`src/rtl/timebin_pkg.sv`:
```
// ============================================================================
// timebin_pkg : shared types and constants for the time-bin count UART path.
// Optional feature macro: UART_PARITY_EN (even parity bit, 8E1 frame).
// Revision: 1.0
// ============================================================================
`default_nettype none

package timebin_pkg;

   typedef enum logic [2:0] {
      ST_IDLE   = 3'd0,
      ST_START  = 3'd1,
      ST_DATA   = 3'd2,
      ST_PARITY = 3'd3,
      ST_STOP   = 3'd4
   } tx_state_t;

   function automatic int clks_per_bit(input int clk_hz, input int baud);
      return clk_hz / baud;
   endfunction

`ifdef UART_PARITY_EN
   localparam int UART_FRAME_BITS = 11;
`else
   localparam int UART_FRAME_BITS = 10;
`endif

endpackage

`default_nettype wire

```
`src/rtl/count_fifo.sv`:
```
// ============================================================================
// count_fifo : synchronous FIFO with registered read data (valid the cycle
// after pop). A push while full is accepted only alongside a same-cycle pop.
// Revision: 1.0
// ============================================================================
`default_nettype none

module count_fifo
   import timebin_pkg::*;
#(
   parameter int WIDTH = 8,
   parameter int DEPTH = 16
) (
   input  logic                     clk_i,
   input  logic                     reset_i,
   input  logic                     push_i,
   input  logic                     pop_i,
   input  logic [WIDTH-1:0]         din_i,
   output logic [WIDTH-1:0]         dout_o,
   output logic [$clog2(DEPTH):0]   level_o,
   output logic                     full_o,
   output logic                     empty_o
);

   localparam int AW = $clog2(DEPTH);
   localparam int LW = AW + 1;

   logic [WIDTH-1:0] mem_q [DEPTH];
   logic [AW-1:0]    wr_ptr_q;
   logic [AW-1:0]    rd_ptr_q;
   logic [LW-1:0]    level_q;
   logic [WIDTH-1:0] dout_q;

   logic w_pop_ok;
   logic w_push_ok;

   assign full_o    = (level_q == LW'(DEPTH));
   assign empty_o   = (level_q == '0);
   assign w_pop_ok  = pop_i && !empty_o;
   assign w_push_ok = push_i && (!full_o || w_pop_ok);
   assign level_o   = level_q;
   assign dout_o    = dout_q;

   // Storage carries no reset; only pointers and level define contents.
   always_ff @(posedge clk_i) begin
      if (w_push_ok) begin
         mem_q[wr_ptr_q] <= din_i;
      end
   end

   always_ff @(posedge clk_i or posedge reset_i) begin
      if (reset_i) begin
         wr_ptr_q <= '0;
         rd_ptr_q <= '0;
         level_q  <= '0;
         dout_q   <= '0;
      end else begin
         if (w_push_ok) begin
            wr_ptr_q <= wr_ptr_q + AW'(1);
         end
         if (w_pop_ok) begin
            rd_ptr_q <= rd_ptr_q + AW'(1);
            dout_q   <= mem_q[rd_ptr_q];
         end
         if (w_push_ok && !w_pop_ok) begin
            level_q <= level_q + LW'(1);
         end else if (!w_push_ok && w_pop_ok) begin
            level_q <= level_q - LW'(1);
         end
      end
   end

endmodule

`default_nettype wire

```
`src/rtl/timebin_count_uart_tx.sv`:
```
// ============================================================================
// timebin_count_uart_tx : buffers strobed 8-bit bin counts and sends them
// LSB-first as UART 8N1 (8E1 when UART_PARITY_EN is defined).
// Revision: 1.0
// ============================================================================
`default_nettype none

module timebin_count_uart_tx
   import timebin_pkg::*;
#(
   parameter int CLK_HZ     = 50_000_000,
   parameter int BAUD       = 115_200,
   parameter int FIFO_DEPTH = 16
) (
   input  logic                          clk_i,
   input  logic                          reset_i,
   input  logic                          bin_valid_i,
   input  logic [7:0]                    bin_count_i,
   input  logic                          overflow_clr_i,
   output logic                          tx_o,
   output logic                          busy_o,
   output logic [$clog2(FIFO_DEPTH):0]   fifo_level_o,
   output logic                          overflow_o
);

   localparam int CPB = clks_per_bit(CLK_HZ, BAUD);
   localparam int CW  = $clog2(CPB);
   localparam logic [CW-1:0] BAUD_LAST = CW'(CPB - 1);

   tx_state_t   state_q;
   logic [CW-1:0] baud_q;
   logic [2:0]  bit_q;
   logic [6:0]  shift_q;
   logic        tx_q;
   logic        busy_q;
   logic        ovf_q;
   logic        ovf_d;
`ifdef UART_PARITY_EN
   logic        parity_q;
`endif

   logic        w_baud_last;
   logic        w_pop;
   logic        w_push;
   logic        w_drop;
   logic [7:0]  w_fifo_dout;
   logic        w_fifo_full;
   logic        w_fifo_empty;

   assign w_baud_last = (baud_q == BAUD_LAST);
   // Pop from IDLE, or on the last STOP cycle so the next START follows with no gap.
   assign w_pop  = !w_fifo_empty &&
                   ((state_q == ST_IDLE) || ((state_q == ST_STOP) && w_baud_last));
   assign w_push = bin_valid_i && (!w_fifo_full || w_pop);
   assign w_drop = bin_valid_i && w_fifo_full && !w_pop;

   count_fifo #(
      .WIDTH (8),
      .DEPTH (FIFO_DEPTH)
   ) u_fifo (
      .clk_i   (clk_i),
      .reset_i (reset_i),
      .push_i  (w_push),
      .pop_i   (w_pop),
      .din_i   (bin_count_i),
      .dout_o  (w_fifo_dout),
      .level_o (fifo_level_o),
      .full_o  (w_fifo_full),
      .empty_o (w_fifo_empty)
   );

   always_comb begin
      ovf_d = ovf_q;
      if (w_drop) begin
         ovf_d = 1'b1;
      end else if (overflow_clr_i) begin
         ovf_d = 1'b0;
      end
   end

   always_ff @(posedge clk_i or posedge reset_i) begin
      if (reset_i) begin
         ovf_q <= 1'b0;
      end else begin
         ovf_q <= ovf_d;
      end
   end

   always_ff @(posedge clk_i or posedge reset_i) begin
      if (reset_i) begin
         state_q  <= ST_IDLE;
         baud_q   <= '0;
         bit_q    <= '0;
         shift_q  <= '0;
         tx_q     <= 1'b1;
         busy_q   <= 1'b0;
`ifdef UART_PARITY_EN
         parity_q <= 1'b0;
`endif
      end else begin
         baud_q <= w_baud_last ? '0 : baud_q + CW'(1);
         unique case (state_q)
            ST_IDLE: begin
               baud_q <= '0;
               tx_q   <= 1'b1;
               busy_q <= 1'b0;
               if (!w_fifo_empty) begin
                  state_q <= ST_START;
                  tx_q    <= 1'b0;
                  busy_q  <= 1'b1;
               end
            end
            ST_START: begin
               // Popped data is valid from the first START cycle; latch it at the bit edge.
               if (w_baud_last) begin
                  state_q  <= ST_DATA;
                  tx_q     <= w_fifo_dout[0];
                  shift_q  <= w_fifo_dout[7:1];
                  bit_q    <= '0;
`ifdef UART_PARITY_EN
                  parity_q <= ^w_fifo_dout;
`endif
               end
            end
            ST_DATA: begin
               if (w_baud_last) begin
                  if (bit_q == 3'd7) begin
`ifdef UART_PARITY_EN
                     state_q <= ST_PARITY;
                     tx_q    <= parity_q;
`else
                     state_q <= ST_STOP;
                     tx_q    <= 1'b1;
`endif
                  end else begin
                     bit_q   <= bit_q + 3'd1;
                     tx_q    <= shift_q[0];
                     shift_q <= shift_q >> 1;
                  end
               end
            end
`ifdef UART_PARITY_EN
            ST_PARITY: begin
               if (w_baud_last) begin
                  state_q <= ST_STOP;
                  tx_q    <= 1'b1;
               end
            end
`endif
            ST_STOP: begin
               if (w_baud_last) begin
                  if (!w_fifo_empty) begin
                     state_q <= ST_START;
                     tx_q    <= 1'b0;
                  end else begin
                     state_q <= ST_IDLE;
                     tx_q    <= 1'b1;
                     busy_q  <= 1'b0;
                  end
               end
            end
            default: begin
               state_q <= ST_IDLE;
               tx_q    <= 1'b1;
               busy_q  <= 1'b0;
            end
         endcase
      end
   end

   assign tx_o       = tx_q;
   assign busy_o     = busy_q;
   assign overflow_o = ovf_q;

endmodule

`default_nettype wire

```
`config.mk`:
```
export PLATFORM = sky130hd
export DESIGN_NAME = timebin_count_uart_tx
export DESIGN_NICKNAME = d
export VERILOG_FILES = /design/src/rtl/timebin_pkg.sv /design/src/rtl/count_fifo.sv /design/src/rtl/timebin_count_uart_tx.sv
export SDC_FILE = /design/constraint.sdc
export NUM_CORES = 1
export LEC_CHECK = 0
export BUFFER_PORTS_ARGS = -buffer_cell sky130_fd_sc_hd__buf_2
export CORE_MARGIN = 1
export CORE_UTILIZATION = 55
export CTS_BUF_LIST = sky130_fd_sc_hd__clkbuf_8
export DETAILED_ROUTE_END_ITERATION = 6
export PLACE_DENSITY = 0.72
export SYNTH_ARGS = -nofsm -noshare
export SYNTH_HDL_FRONTEND = slang
export SYNTH_HIERARCHICAL = 1
export SYNTH_SLANG_ARGS = --single-unit
```
`constraint.sdc`:
```
create_clock -name clk_i -period 6.4 [get_ports clk_i]
set_input_delay 0.32 -clock clk_i [delete_from_list [all_inputs] [get_ports clk_i]]
set_output_delay 0.32 -clock clk_i [all_outputs]
set_load 0.02 [all_outputs]
```
* Word-level counts from Yosys, hierarchy flattened
Memories as Yosys holds them, arrays and structs flattened. A register that Yosys moved wholly into a read port is not among the register bits.
Cells that the tools add are included.
** Storage, ports and cells
- Bits in writable memories :: 128
- Output and inout port bits :: 8
- Logic and storage cells :: 91
- Memories :: 1
- Bits in registers :: 38
** Operators by class
- Eq/ne operators :: 13
- Multiplexer cells :: 33
- Add/sub/neg operators :: 6
- Bitwise operators :: 1
- Reductions and logical operators :: 27
** Memory list
- u_fifo.mem_q :: depth 16, width 8, rd ports 1, clocked after Yosys merged registers in 1, write ports 1, line count_fifo.sv:28 : logic [WIDTH-1:0] mem_q [DEPTH];
** Operator list (number)
- $mux W3 :: 8
- $mux W7 :: 3
- $mux W9 :: 2
- $pmux W7 S2 :: 1
- $mux W1 :: 13
- $ne A2 B2 Y1 const B :: 6
- $pmux W3 S4 :: 1
- $mux W5 :: 2
- $add A9 B1 Y9 const B :: 1
- $eq A9 B9 Y1 const B :: 1
- $logic_and A1 B1 Y1 :: 9
- $add A4 B1 Y4 const B :: 2
- $eq A3 B3 Y1 const B :: 2
- $pmux W3 S2 :: 1
- $reduce_and A3 Y1 :: 2
- $reduce_bool A2 Y1 :: 3
- $add A5 B1 Y5 const B :: 1
- $eq A5 B5 Y1 const B :: 1
- $logic_not A1 Y1 :: 5
- $logic_not A5 Y1 :: 1
- $reduce_and A5 Y1 :: 1
- $sub A5 B1 Y5 const B :: 1
- $pmux W1 S4 :: 1
- $reduce_and A4 Y1 :: 1
- other kinds (9) :: 11

* Depth between registers and ports, before layout
- Depth after elaboration :: 11
- Gate-level depth with buffers :: 15

* Cells and area by module
The synthesis kept the hierarchy.
** By module, submodules not included
- count_fifo :: seq. area each 4369.2 µm², times used 1, cells an instance 306, area each 5954.5 µm²
- timebin_count_uart_tx :: seq. area each 626.9 µm², times used 1, cells an instance 129, area each 1323.8 µm²

* Worst setup path before layout
No wires, ideal clock.
- Path type :: register to register
- Start point :: reg u_fifo.level_q[0] (netlist: u_fifo/level_o[0])
- End point :: reg u_fifo.level_q[4] (netlist: u_fifo/level_o[4])
- Arrival time :: 3079 ps
- Setup slack :: 3240 ps
- Path buffers :: 1
- Stages on the path, launching flop included :: 14
- Data required time :: 6319 ps
- Cell sequence :: dfrtp_1 -> or4_4 -> nor2_1 -> or3_1 -> a21oi_2 -> o31a_1 -> buf_6 -> ha_1 -> inv_1 -> ha_1 -> a21o_1 -> a21oi_1 -> mux2i_1 -> xnor2_1
** Between the ends
- Longest elaborated chain between the ends :: 9
- Elaborated cells between the ends (all ways) :: 19
- Those cells by class :: add/sub: 2; eq/ne: 1; mux: 2; reduce/logical: 14
** Ends and longest elaborated chain
- start, declared :: line count_fifo.sv:31 : logic [LW-1:0] level_q;
- start signal, assigned :: line count_fifo.sv:66 : level_q <= level_q + LW'(1);
- start signal, assigned :: line count_fifo.sv:68 : level_q <= level_q - LW'(1);
- $logic_not A5 Y1 * :: line count_fifo.sv:38 : assign empty_o = (level_q == '0);
- net w_fifo_empty :: line timebin_count_uart_tx.sv:48 : logic w_fifo_empty;
- $logic_not A1 Y1 * :: line timebin_count_uart_tx.sv:52 : assign w_pop = !w_fifo_empty &&
- $logic_and A1 B1 Y1 * :: line timebin_count_uart_tx.sv:52
- net w_pop :: line timebin_count_uart_tx.sv:43 : logic w_pop;
- $logic_or A1 B1 Y1 or $logic_and A1 B1 Y1 (tied branches) :: line timebin_count_uart_tx.sv:54, count_fifo.sv:39
- $logic_and A1 B1 Y1 or $logic_or A1 B1 Y1 (tied branches) :: line timebin_count_uart_tx.sv:54, count_fifo.sv:40
- $logic_and A1 B1 Y1 * :: line count_fifo.sv:40 : assign w_push_ok = push_i && (!full_o || w_pop_ok);
- net u_fifo.w_push_ok :: line count_fifo.sv:35 : logic w_push_ok;
- $logic_not A1 Y1 :: line count_fifo.sv:67 : end else if (!w_push_ok && w_pop_ok) begin
- $logic_and A1 B1 Y1 :: line count_fifo.sv:67
- $reduce_bool A2 Y1 (no line)
Mark *: on every way through the listed nets, which the timed path passes. The rest lies on a longest branch. The select of a mux whose other input is x is not followed.
A chain may end at the register's enable or synchronous reset.

* Final worst setup path
- Start point :: reg baud_q[3]
- End point :: reg u_fifo.level_q[4] (netlist: u_fifo/level_o[4])
** Between the ends
- Longest elaborated chain between the ends :: 10
- Elaborated cells between the ends (all ways) :: 15
- Those cells by class :: eq/ne: 1; mux: 1; reduce/logical: 13
** Ends and longest elaborated chain
- start, declared :: line timebin_count_uart_tx.sv:31 : logic [CW-1:0] baud_q;
- start signal, assigned :: line timebin_count_uart_tx.sv:101 : baud_q <= w_baud_last ? '0 : baud_q + CW'(1);
- $eq A9 B9 Y1 * :: line timebin_count_uart_tx.sv:50 : assign w_baud_last = (baud_q == BAUD_LAST);
- $logic_and A1 B1 Y1 * :: line timebin_count_uart_tx.sv:53 : ((state_q == ST_IDLE) || ((state_q == ST_STOP) && w_baud_last));
- $logic_or A1 B1 Y1 * :: line timebin_count_uart_tx.sv:53
- $logic_and A1 B1 Y1 * :: line timebin_count_uart_tx.sv:52
- net w_pop :: line timebin_count_uart_tx.sv:43
- $logic_or A1 B1 Y1 * :: line timebin_count_uart_tx.sv:54 : assign w_push = bin_valid_i && (!w_fifo_full || w_pop);
- $logic_and A1 B1 Y1 * :: line timebin_count_uart_tx.sv:54
- net w_push :: line timebin_count_uart_tx.sv:44 : logic w_push;
- $logic_and A1 B1 Y1 * :: line count_fifo.sv:40
- $logic_not A1 Y1 :: line count_fifo.sv:67
- $logic_and A1 B1 Y1 :: line count_fifo.sv:67
- $reduce_bool A2 Y1 (no line)
Mark *: on every way through the listed nets, which the timed path passes. The rest lies on a longest branch.

==> insert_results.sql <==
INSERT INTO impl_metrics (metric_group, metric, value, unit) VALUES
('floorplanning', 'floorplan.die.width', '117', 'µm'),
('clocking', 'cts-hold-fix-buffers', '0', ''),
('floorplanning', 'die_area', '0.0137', 'mm²'),
('timing', 'tns', '0', 'ps'),
('place', 'hpwl', '8.23', 'mm'),
('global_route', 'overall_global_routing_usage', '0.214', ''),
('routing', 'postRouteAntennaNets', '0', ''),
('cells_and_area', 'layout_commonest_cell', 'sky130_fd_sc_hd__edfxtp_1', ''),
('timing', 'timing_worst_slew_pin_value', '950', 'ps'),
('clocking', 'clock_path_buffers', '2', ''),
('synthesis', 'syn_nets', '461', ''),
('floorplanning', 'row_count', '41', ''),
('routing', 'finalWirelength', '12.9', 'mm'),
('clocking', 'postCtsResizedCells', '0', ''),
('synthesis', 'postSynthRegisterBits', '174', ''),
('cells_and_area', 'final_util', '0.616', ''),
('timing', 'finalHoldViolations', '0', ''),
('synthesis', 'synth.lib_cells_used.distinct', '53', ''),
('power', 'power.static_leakage', '2.88', 'nW'),
('routing', 'dr.first_iter.drc_count', '220', ''),
('synthesis', 'synth-edff-count', '128', ''),
('job', 'drv.max_cap_violation_count', '0', ''),
('clocking', 'cts_inserted_buffers', '17', ''),
('min_path', 'hold_wc_path_type', 'in2async', ''),
('timing', 'rsz0062_at_grt', 'no', ''),
('routing', 'vias', '3766', ''),
('power', 'power_density', '312', 'mW/mm²'),
('place', 'port_buffers', '19', ''),
('timing', 'slew_headroom', '0.366', ''),
('timing', 'layout_worst_path_cycle_share', '0.537', ''),
('global_route', 'grt.overflow.total', '0', ''),
('clocking', 'later_pin_clock_latency_in_the_skew_report', '440', 'ps'),
('routing', 'post-route-drc-count', '0', ''),
('clocking', 'ctsHtreeMaxLevel', '4', ''),
('routing', 'detailedRoute.firstPassIterationCount', '4', ''),
('synthesis', 'synth_async_sr_flop_share', '0.264', ''),
('global_route', 'grt_start_max_net_pins', '36', ''),
('clocking', 'postCtsSetupRepairBufs', '0', ''),
('cells_and_area', 'area.growth.synth_to_final', '8.18', '%'),
('timing', 'worst_clock_skew', '12.4', 'ps'),
('synthesis', 'synth-warning-count', '6', ''),
('synthesis', 'synth_seq_area_share', '0.686', ''),
('global_route', 'grt_first_pass_wirelength', '20.6', 'mm'),
('cells_and_area', 'drive_above_1_share', '0.215', ''),
('synthesis', 'netlist_instances', '435', ''),
('floorplanning', 'fp.coreArea', '0.0128', 'mm²'),
('timing', 'finalSetupViolCount', '0', ''),
('synthesis', 'postSynth.topFlopCell', 'sky130_fd_sc_hd__edfxtp_1', ''),
('clocking', 'numClockSinks', '174', ''),
('run_status', 'status', 'finished, final reports clean', ''),
('setup_path', 'worst_setup_path_end_kind', 'flop', ''),
('setup_path', 'r2r_slack', '2960', 'ps'),
('setup_path', 'maximum_fanout_encountered_on_the_critical_timing_path', '9', ''),
('setup_path', 'worst_setup_path_start_kind', 'flop', ''),
('floorplanning', 'floorplan.initialDensity', '0.570', ''),
('setup_path', 'worstReg2RegEnd', 'u_fifo/level_o[4]', ''),
('cells_and_area', 'design.final.nets', '482', ''),
('place', 'gp_congestion', '0.771', ''),
('timing', 'final_period_minus_worst_setup_slack', '3440', 'ps'),
('cells_and_area', 'n_antenna_cell', '0', ''),
('setup_path', 'rr_worst_depth', '12', ''),
('floorplanning', 'ioPinCount', '20', ''),
('clocking', 'clk_transition_reported_paths', '90', 'ps'),
('floorplanning', 'die_h', '117', 'µm'),
('cells_and_area', 'most_frequent_cells_in_the_layout', 'sky130_fd_sc_hd__edfxtp_1, sky130_fd_sc_hd__dfrtp_1, sky130_fd_sc_hd__nor2_1', ''),
('timing', 'drv_slew', '0', ''),
('global_route', 'first_global_vias', '3815', ''),
('timing', 'achievable-frequency', '0.291', 'GHz'),
('setup_path', 'critical_path_arrival', '3800', 'ps'),
('power', 'ir_worst_vdd', '232', 'µV'),
('clocking', 'clock_tree_from_tritoncts', 'built', ''),
('clocking', 'clockRootBuffer', 'sky130_fd_sc_hd__clkbuf_8', ''),
('setup_path', 'worst-setup-path-type', 'reg2reg', ''),
('synthesis', 'synth.cell_area', '0.00728', 'mm²'),
('global_route', 'antenna_found_initial', '0', ''),
('synthesis', 'post_synth.cell_area_avg', '16.7', 'µm²'),
('setup_path', 'beginning_of_the_worst_register_to_register_path', 'baud_q[3]', ''),
('routing', 'drt-vias-per-instance', '5.88', ''),
('routing', 'detail_route.wl_per_cell', '20.1', 'µm'),
('setup_path', 'required', '6760', 'ps');
power by group:
| part | switching [mW] | internal, mW | total, mW |
|---|---|---|---|
| clock network | 0.383 | 0.346 | 0.729 |
| logic | 0.204 | 0.131 | 0.335 |
| registers | 0.0679 | 1.33 | 1.40 |
| total | 0.655 | 1.80 | 2.46 |
sequential cells by signal (all words and copies together) (netlist names), 3 cells and up:
name	flops
state_q	3
u_fifo/wr_ptr_q	4
u_fifo/dout_o	8
u_fifo/rd_ptr_q	4
u_fifo/mem_q	128
baud_q	9
shift_q	7
u_fifo/level_o	5
bit_q	3
worst max-delay path by stage:
| stage | startpoint | endpoint | slack (ps) |
|---|---|---|---|
| after detailed placement | baud_q[3] | u_fifo/level_o[4] | 2990 |
| after CTS | baud_q[3] | u_fifo/level_o[4] | 2960 |
| after global routing | baud_q[3] | u_fifo/level_o[4] | 2700 |
| final | baud_q[3] | u_fifo/level_o[4] | 2960 |
| after floorplan | u_fifo/level_o[0] | u_fifo/level_o[4] | 3240 |
| after global placement | u_fifo/level_o[0] | u_fifo/level_o[4] | 3090 |
synth_stat cells (2+ instances only):
cell | count | share of area
sky130_fd_sc_hd__buf_4 | 6 | 0.0062
sky130_fd_sc_hd__o41ai_1 | 2 | 0.0024
sky130_fd_sc_hd__mux2_2 | 2 | 0.0031
sky130_fd_sc_hd__nand2_1 | 19 | 0.0098
sky130_fd_sc_hd__inv_1 | 14 | 0.0072
sky130_fd_sc_hd__nor3_1 | 5 | 0.0034
sky130_fd_sc_hd__a32o_1 | 2 | 0.0028
sky130_fd_sc_hd__mux2i_1 | 15 | 0.021
sky130_fd_sc_hd__ha_1 | 13 | 0.022
sky130_fd_sc_hd__xor2_1 | 5 | 0.0060
sky130_fd_sc_hd__mux4_2 | 32 | 0.099
sky130_fd_sc_hd__a211oi_1 | 8 | 0.0083
sky130_fd_sc_hd__o21ai_2 | 4 | 0.0048
sky130_fd_sc_hd__dfrtp_1 | 45 | 0.15
sky130_fd_sc_hd__a21oi_1 | 4 | 0.0028
sky130_fd_sc_hd__buf_6 | 3 | 0.0046
sky130_fd_sc_hd__o22ai_1 | 9 | 0.0077
sky130_fd_sc_hd__buf_2 | 9 | 0.0062
sky130_fd_sc_hd__o21ai_0 | 8 | 0.0055
sky130_fd_sc_hd__a22oi_1 | 3 | 0.0031
sky130_fd_sc_hd__or3_1 | 2 | 0.0017
sky130_fd_sc_hd__a21o_1 | 10 | 0.010
sky130_fd_sc_hd__buf_1 | 4 | 0.0021
sky130_fd_sc_hd__nand3_1 | 6 | 0.0041
sky130_fd_sc_hd__o31a_1 | 2 | 0.0024
sky130_fd_sc_hd__nor2_1 | 33 | 0.017
sky130_fd_sc_hd__edfxtp_1 | 128 | 0.53
sky130_fd_sc_hd__a31oi_1 | 2 | 0.0017
sky130_fd_sc_hd__xnor2_1 | 13 | 0.016
sky130_fd_sc_hd__nor2b_1 | 2 | 0.0017
sky130_fd_sc_hd__nand2b_1 | 3 | 0.0026
critical path: stages, from the launching register on:
cell and delay [ps]:
sky130_fd_sc_hd__dfrtp_1 470, sky130_fd_sc_hd__nor4b_4 380, sky130_fd_sc_hd__nand2_2 200, sky130_fd_sc_hd__a21oi_2 270, sky130_fd_sc_hd__o21a_1 140, sky130_fd_sc_hd__o31a_1 390
sky130_fd_sc_hd__ha_1 250, sky130_fd_sc_hd__inv_1 110, sky130_fd_sc_hd__fa_1 420, sky130_fd_sc_hd__a21o_1 190, sky130_fd_sc_hd__a21oi_1 180, sky130_fd_sc_hd__mux2i_1 230
sky130_fd_sc_hd__xnor2_1 130
area by class of cell:
class	instances	area [µm²]
Clock buffer	17	234
Clock inverter	15	148
Fill cell	941	4900
Inverter	14	52.6
Multi-Input combinational cell	224	2090
Sequential cell	174	5000
Tap cell	172	215
Timing Repair Buffer	25	140
stage by stage:
| stage | total power, mW | instances | hold slack (ps) | setup slack, ps | area, µm² |
|---|---|---|---|---|---|
| finish | 2.46 | 641 | 26.0 | 2960 | 7870 |
| global route | 2.58 | 641 | 42.7 | 2700 | 7870 |
| global placement | 1.74 | 609 | 463 | 3090 | 7490 |
| floorplan | 1.64 | 435 | 297 | 3240 | 7280 |
| detailed placement | 1.76 | 609 | 470 | 2990 | 7490 |
| CTS | 2.48 | 641 | 37.2 | 2960 | 7870 |
per-layer routing:
layer / global-route usage / vias to the layer above / wire length, µm
li1: - / 1709 / -
met1: 0.293 / 1971 / 5730
met2: 0.346 / 78 / 6480
met3: 0.0541 / 8 / 621
met4: 0.0616 / 0 / 82
met5: 0 / - / 0
cells by family after synthesis:
group                      share of synthesized area
DFF                                            0.686
AOI/OAI and AO/OA                             0.0600
buffers and inverters                         0.0268
xor gates and xnor gates                      0.0217
adders and majority gates                     0.0251
muxes                                          0.123
and+or+nand+nor                               0.0572
No activity file was read; power rests on OpenSTA's default activity.
